<file path="config.mk">
export PLATFORM = sky130hd
export DESIGN_NAME = div_seq_flat
export DESIGN_NICKNAME = d
export VERILOG_FILES = /design/src/rtl/div_seq_if.sv /design/src/rtl/div_seq.sv /design/src/flat_wrapper.sv
export SDC_FILE = /design/constraint.sdc
export NUM_CORES = 1
export LEC_CHECK = 0
export CAP_MARGIN = 20
export CORE_ASPECT_RATIO = 0.75
export CORE_MARGIN = 2
export CORE_UTILIZATION = 62
export CTS_BUF_LIST = sky130_fd_sc_hd__clkbuf_16
export DETAILED_ROUTE_END_ITERATION = 10
export GPL_ROUTABILITY_DRIVEN = 0
export HOLD_SLACK_MARGIN = 0.03
export PLACE_DENSITY = 0.94
export SYNTH_ARGS = -nofsm -noshare
export SYNTH_HDL_FRONTEND = slang
export SYNTH_SLANG_ARGS = --single-unit
</file>
<file path="constraint.sdc">
create_clock -name clk -period 13.6 [get_ports clk]
set_input_delay 2.72 -clock clk [delete_from_list [all_inputs] [get_ports clk]]
set_output_delay 2.72 -clock clk [all_outputs]
set_load 0.03 [all_outputs]
</file>
<file path="src/rtl/div_seq_if.sv">
// Handshake and data bundle between the EX stage and the iterative divider.
//   master : EX side, drives the operands, start and annul, observes results.
//   slave  : divider side.
// Signals:
//   signed_div_i  1 = DIV (signed), 0 = DIVU
//   opdata1_i     dividend
//   opdata2_i     divisor
//   start_i       divide request, held by EX until ready_o is seen
//   annul_i       flush of the in-flight divide
//   result_o      {remainder, quotient}, valid while ready_o = 1
//   ready_o       result valid
//   stallreq_o    combinational pipeline stall request
interface div_seq_if #(
  parameter int unsigned DATA_W = 32
);
  logic                  signed_div_i;
  logic [DATA_W-1:0]     opdata1_i;
  logic [DATA_W-1:0]     opdata2_i;
  logic                  start_i;
  logic                  annul_i;
  logic [2*DATA_W-1:0]   result_o;
  logic                  ready_o;
  logic                  stallreq_o;

  modport master (
    output signed_div_i, opdata1_i, opdata2_i, start_i, annul_i,
    input  result_o, ready_o, stallreq_o
  );

  modport slave (
    input  signed_div_i, opdata1_i, opdata2_i, start_i, annul_i,
    output result_o, ready_o, stallreq_o
  );
endinterface

</file>
<file path="src/rtl/div_seq.sv">
// Multi-cycle restoring divider beside the EX stage. One subtract/shift step per
// cycle; DATA_W steps per divide, plus a one-cycle fast path for a zero divisor.
// Ports:
//   clk     clock, rising edge
//   rst     synchronous active-high reset
//   div_if  slave side of div_seq_if (operands, start/annul, result/ready/stall)
module div_seq #(
  parameter int unsigned DATA_W = 32,
  parameter int unsigned CNT_W  = 6
) (
  input logic       clk,
  input logic       rst,
  div_seq_if.slave  div_if
);

  typedef enum logic [1:0] {StFree, StByZero, StOn, StEnd} state_e;

  localparam logic [CNT_W-1:0] LastCnt = CNT_W'(DATA_W - 1);

  state_e              state_q, state_d;
  logic [CNT_W-1:0]    cnt_q, cnt_d;
  logic [DATA_W-1:0]   rem_q, rem_d;
  logic [DATA_W-1:0]   quo_q, quo_d;      // holds the dividend, quotient bits shift in
  logic [DATA_W-1:0]   divisor_q, divisor_d;
  logic                dvd_neg_q, dvd_neg_d;
  logic                dvs_neg_q, dvs_neg_d;
  logic                signed_q, signed_d;
  logic [2*DATA_W-1:0] result_q, result_d;

  logic [DATA_W-1:0]   op1_mag, op2_mag;
  logic [DATA_W:0]     rem_sh, trial;
  logic [DATA_W-1:0]   rem_step, quo_step;
  logic [DATA_W-1:0]   quo_fix, rem_fix;

  // Operand magnitudes; only signed operands with the MSB set are negated.
  always_comb begin
    op1_mag = (div_if.signed_div_i && div_if.opdata1_i[DATA_W-1]) ?
              (~div_if.opdata1_i + DATA_W'(1)) : div_if.opdata1_i;
    op2_mag = (div_if.signed_div_i && div_if.opdata2_i[DATA_W-1]) ?
              (~div_if.opdata2_i + DATA_W'(1)) : div_if.opdata2_i;
  end

  // One restoring step. rem < divisor, so the shifted remainder fits DATA_W+1
  // bits and the trial MSB is its sign.
  always_comb begin
    rem_sh   = {rem_q, quo_q[DATA_W-1]};
    trial    = rem_sh - {1'b0, divisor_q};
    rem_step = trial[DATA_W] ? rem_sh[DATA_W-1:0] : trial[DATA_W-1:0];
    quo_step = {quo_q[DATA_W-2:0], ~trial[DATA_W]};
    quo_fix  = (signed_q && (dvd_neg_q ^ dvs_neg_q)) ? (~quo_step + DATA_W'(1)) : quo_step;
    rem_fix  = (signed_q && dvd_neg_q) ? (~rem_step + DATA_W'(1)) : rem_step;
  end

  always_comb begin
    state_d   = state_q;
    cnt_d     = cnt_q;
    rem_d     = rem_q;
    quo_d     = quo_q;
    divisor_d = divisor_q;
    dvd_neg_d = dvd_neg_q;
    dvs_neg_d = dvs_neg_q;
    signed_d  = signed_q;
    result_d  = result_q;

    unique case (state_q)
      StFree: begin
        if (div_if.start_i && !div_if.annul_i) begin
          if (div_if.opdata2_i == '0) begin
            state_d = StByZero;
          end else begin
            state_d   = StOn;
            rem_d     = '0;
            quo_d     = op1_mag;
            divisor_d = op2_mag;
            dvd_neg_d = div_if.signed_div_i & div_if.opdata1_i[DATA_W-1];
            dvs_neg_d = div_if.signed_div_i & div_if.opdata2_i[DATA_W-1];
            signed_d  = div_if.signed_div_i;
            cnt_d     = '0;
          end
        end
      end
      StByZero: begin
        result_d = '0;
        state_d  = StEnd;
      end
      StOn: begin
        if (div_if.annul_i) begin
          state_d = StFree;
        end else begin
          rem_d = rem_step;
          quo_d = quo_step;
          cnt_d = cnt_q + CNT_W'(1);
          if (cnt_q == LastCnt) begin
            result_d = {rem_fix, quo_fix};
            state_d  = StEnd;
          end
        end
      end
      StEnd: begin
        if (!div_if.start_i || div_if.annul_i) begin
          state_d  = StFree;
          result_d = '0;
        end
      end
      default: state_d = StFree;
    endcase
  end

  always_ff @(posedge clk) begin
    if (rst) begin
      state_q   <= StFree;
      cnt_q     <= '0;
      rem_q     <= '0;
      quo_q     <= '0;
      divisor_q <= '0;
      dvd_neg_q <= 1'b0;
      dvs_neg_q <= 1'b0;
      signed_q  <= 1'b0;
      result_q  <= '0;
    end else begin
      state_q   <= state_d;
      cnt_q     <= cnt_d;
      rem_q     <= rem_d;
      quo_q     <= quo_d;
      divisor_q <= divisor_d;
      dvd_neg_q <= dvd_neg_d;
      dvs_neg_q <= dvs_neg_d;
      signed_q  <= signed_d;
      result_q  <= result_d;
    end
  end

  assign div_if.result_o   = result_q;
  assign div_if.ready_o    = (state_q == StEnd);
  // Drops in the END cycle so EX consumes the result while ready_o is high.
  assign div_if.stallreq_o = ~rst & div_if.start_i & ~div_if.annul_i & (state_q != StEnd);

endmodule
</file>
<file path="src/flat_wrapper.sv">
// flat-port wrapper written by rule: the top's interface ports become plain ports
module div_seq_flat 
#(
  parameter int unsigned DATA_W = 32,
  parameter int unsigned CNT_W  = 6
)
  (clk, rst, div_if_signed_div_i, div_if_opdata1_i, div_if_opdata2_i, div_if_start_i, div_if_annul_i, div_if_result_o, div_if_ready_o, div_if_stallreq_o);
  div_seq_if #(.DATA_W(DATA_W)) div_if_i ();
  input logic clk;
  input logic rst;
  input wire logic [$bits(div_if_i.signed_div_i)-1:0] div_if_signed_div_i;
  input wire logic [$bits(div_if_i.opdata1_i)-1:0] div_if_opdata1_i;
  input wire logic [$bits(div_if_i.opdata2_i)-1:0] div_if_opdata2_i;
  input wire logic [$bits(div_if_i.start_i)-1:0] div_if_start_i;
  input wire logic [$bits(div_if_i.annul_i)-1:0] div_if_annul_i;
  output wire logic [$bits(div_if_i.result_o)-1:0] div_if_result_o;
  output wire logic [$bits(div_if_i.ready_o)-1:0] div_if_ready_o;
  output wire logic [$bits(div_if_i.stallreq_o)-1:0] div_if_stallreq_o;
  assign div_if_i.signed_div_i = div_if_signed_div_i;
  assign div_if_i.opdata1_i = div_if_opdata1_i;
  assign div_if_i.opdata2_i = div_if_opdata2_i;
  assign div_if_i.start_i = div_if_start_i;
  assign div_if_i.annul_i = div_if_annul_i;
  assign div_if_result_o = div_if_i.result_o;
  assign div_if_ready_o = div_if_i.ready_o;
  assign div_if_stallreq_o = div_if_i.stallreq_o;
  div_seq #(.DATA_W(DATA_W), .CNT_W(CNT_W)) u_core (.clk(clk), .rst(rst), .div_if(div_if_i));
endmodule
</file>
==> flow_summary.json <==
{
  "p_leak_nw": 5.22,
  "postLayoutSetupSlackWorst_ns": 6.56,
  "power_density_nw_per_um2": 110,
  "tns_ns": 0,
  "crit_fanout": 9,
  "die_x_um": 163,
  "syn_to_final_growth_pct": 16.7,
  "num_vias": 12900,
  "antenna_found_initial": 0,
  "drive_above_1_share_pct": 5.21,
  "synthArstFlopShare_pct": 0,
  "clock_sinks": 171,
  "path_cells": "clkdlybuf4s50_1 > nor4_1 > clkdlybuf4s50_1",
  "synthCells": 1571,
  "place_ws_ns": 6.55,
  "drt_first_pass_iters": 8,
  "grt_use_met1_pct": 49.8,
  "avgSynthCellArea_um2": 7.46,
  "cts.repair.resized": 0,
  "relSlewSlack_pct": 27.6,
  "ant_nets": 0,
  "synth_top_cell_area_share_pct": 29.2,
  "critPathMaxStageDelay_ns": 0.72,
  "drtIter0Drc": 2330,
  "path_clk_slew_ns": 0.06,
  "cts_tree": "yes",
  "power_mw": 1.50,
  "hold_buffers": 0,
  "ys_seq_elements": 171,
  "fin_skew_ns": 0.0101,
  "die_h_um": 123,
  "post-dp-hpwl_um": 26200,
  "max_cap_violations": 0,
  "utilization_pct": 73.9,
  "worst_slew_pin_slew_ns": 1.08,
  "yosysSeqAreaShare_pct": 29.2,
  "wl_per_cell_um": 19.7,
  "use_met2_pct": 56.7,
  "core_um2": 18500,
  "insertion_delay_ns": 0.45,
  "slew_violations": 0,
  "syn-num-nets": 1678,
  "worstPathArrival_ns": 4.32,
  "drc": 0,
  "use_met3_pct": 8.32,
  "finalCritPeriodShare_pct": 51.8,
  "synthFlopType": "dfxtp_1",
  "crit_top_cell": "clkdlybuf4s50_1",
  "htree_levels": 4,
  "final_hold_viol_count": 0,
  "grt_usage_pct": 36.7,
  "synthesis.area_um2": 11700,
  "outcome": "complete, no violations",
  "hp-class": "flop to flop",
  "die-area_um2": 20000,
  "synth.largest_area_cell": "dfxtp_1",
  "cts_buffers": 17,
  "cts_buffer_depth": 2,
  "max_freq_mhz": 142,
  "grt_pass1_vias": 11800,
  "cp-start-kind": "input pin",
  "grt_max_degree": 92,
  "fin_crit_ns": 7.04,
  "pin_count": 135,
  "netlist_top_cells_area": "dfxtp_1, nor2_1, xnor2_1",
  "crit_slowest_cell": "clkdlybuf4s50_1",
  "busiest_layer": "met2",
  "setup_viol": 0,
  "cp.required_ns": 10.88,
  "synth_edf_count": 0,
  "routed_wl_um": 37500,
  "clock-root-buffer": "clkbuf_16",
  "fin_area_um2": 13700,
  "fillCellCount": 1325,
  "vdd.ir_drop.worst_v": 0.0000806,
  "cts_setup_buffers": 0,
  "num_rows": 43,
  "crit_path_end_kind": "output pin",
  "portBuffers": 134,
  "place_area_um2": 13100,
  "initial_core_util_pct": 63.3,
  "ys_warn_count": 0,
  "vias_per_cell": 6.78,
  "path_class": "input pin to output pin",
  "yosys.cell_types.count": 87,
  "grt_overflow": 0,
  "antenna_cells": 0,
  "fin_nets": 1746,
  "rsz0062_at_grt": "false",
  "grt_pass1_wl_um": 59000
}
## stage by stage
step,hold WS (ns),cells
3_5_place_dp,0.444,1867
6_report,0.452,1899
5_1_grt,0.478,1899
2_1_floorplan,0.432,1571
3_3_place_gp,0.436,1866
4_1_cts,0.455,1899
## layout by cell type, fill, tap and decap left out, types with 7 or more instances in the layout
cell type,n
a211oi_1,45
a21o_1,8
a21oi_1,128
a222oi_1,19
a22o_1,8
a22oi_1,57
a31oi_1,11
and2_1,22
and3_1,8
buf_4,11
clkbuf_16,17
clkdlybuf4s50_1,133
dfxtp_1,171
ha_1,37
inv_1,65
mux2i_1,15
nand2_1,149
nand2b_1,12
nand3_1,18
nand3b_1,7
nand4_1,15
nor2_1,242
nor2b_1,8
nor3_1,36
nor4_1,15
o211ai_1,8
o21ai_0,81
o31ai_1,17
or2_2,10
or3_1,17
or4_1,10
xnor2_1,73
xor2_1,62
## per-layer routing
| layer | routed length (um) | part of all wire [%] |
|---|---|---|
| met5 | 0 | 0 |
| met1 | 15000 | 40 |
| met2 | 16100 | 43 |
| met4 | 1620 | 4.3 |
| met3 | 4730 | 13 |
## final timing paths
path	start	endpoint	cells after the start	slack, ns
worst max-delay path	div_if_annul_i	div_if_stallreq_o	3	6.56
worst min-delay path	u_core.divisor_q[31]	u_core.divisor_q[31]	2	0.45
worst max register to register	u_core.divisor_q[27]	u_core.div_if.result_o[52]	19	7.51
worst min register to register	u_core.divisor_q[31]	u_core.divisor_q[31]	2	0.45
## area by class of cell
type	instances	area, um2	share of cell area (%)
clock buffers	17	425	3.11
clock inverters	15	183	1.34
inverters	65	244	1.78
multi-input cells	1239	7670	56.1
flip-flops and latches	171	3420	25.0
well taps	247	309	2.26
repair buffers	145	1420	10.4
## sequential cells by signal, indices dropped and copies added (netlist names)
signal / cells
u_core.div_if.result_o: 64
u_core.divisor_q: 32
u_core.quo_q: 32
u_core.rem_q: 32
u_core.cnt_q: 6
u_core.state_q: 2
u_core.dvd_neg_q: 1
u_core.dvs_neg_q: 1
u_core.signed_q: 1
## report_power, final
part           internal (mW)  switching (mW)  total (mW)
sequential             0.522          0.0219       0.544
combinational          0.154           0.288       0.442
clock                  0.278           0.237       0.515
total                  0.955           0.546        1.50
## cells by family (layout without fill, tap and decap cells)
kind of cell               count (synthesis)  in the layout  share of synthesized area [%]
and+or+nand+nor                          594            594                           23.4
AOI/OAI and AO/OA                        451            451                           25.7
DFF                                      171            171                           29.2
buffers and inverters                    161            242                           5.53
xor gates and xnor gates                 136            136                           10.2
adders and majority gates                 38             38                           4.12
muxes                                     20             20                           1.86
## cells in the mapped netlist, types with 36 or more instances
cell and instances:
xnor2_1 74, dfxtp_1 171, ha_1 37, nand2_1 150, nor2_1 243, nor3_1 36, a211oi_1 45, a22oi_1 57
o21ai_0 81, a21oi_1 129, clkbuf_1 75, xor2_1 62, inv_1 64
## critical path, delay by kind of cell
| kind | cells | cell delay (ns) |
|---|---|---|
| and+or+nand+nor | 1 | 0.33 |
| buffers and inverters | 2 | 1.27 |
Note: power is estimated with default switching activity, not from simulation.
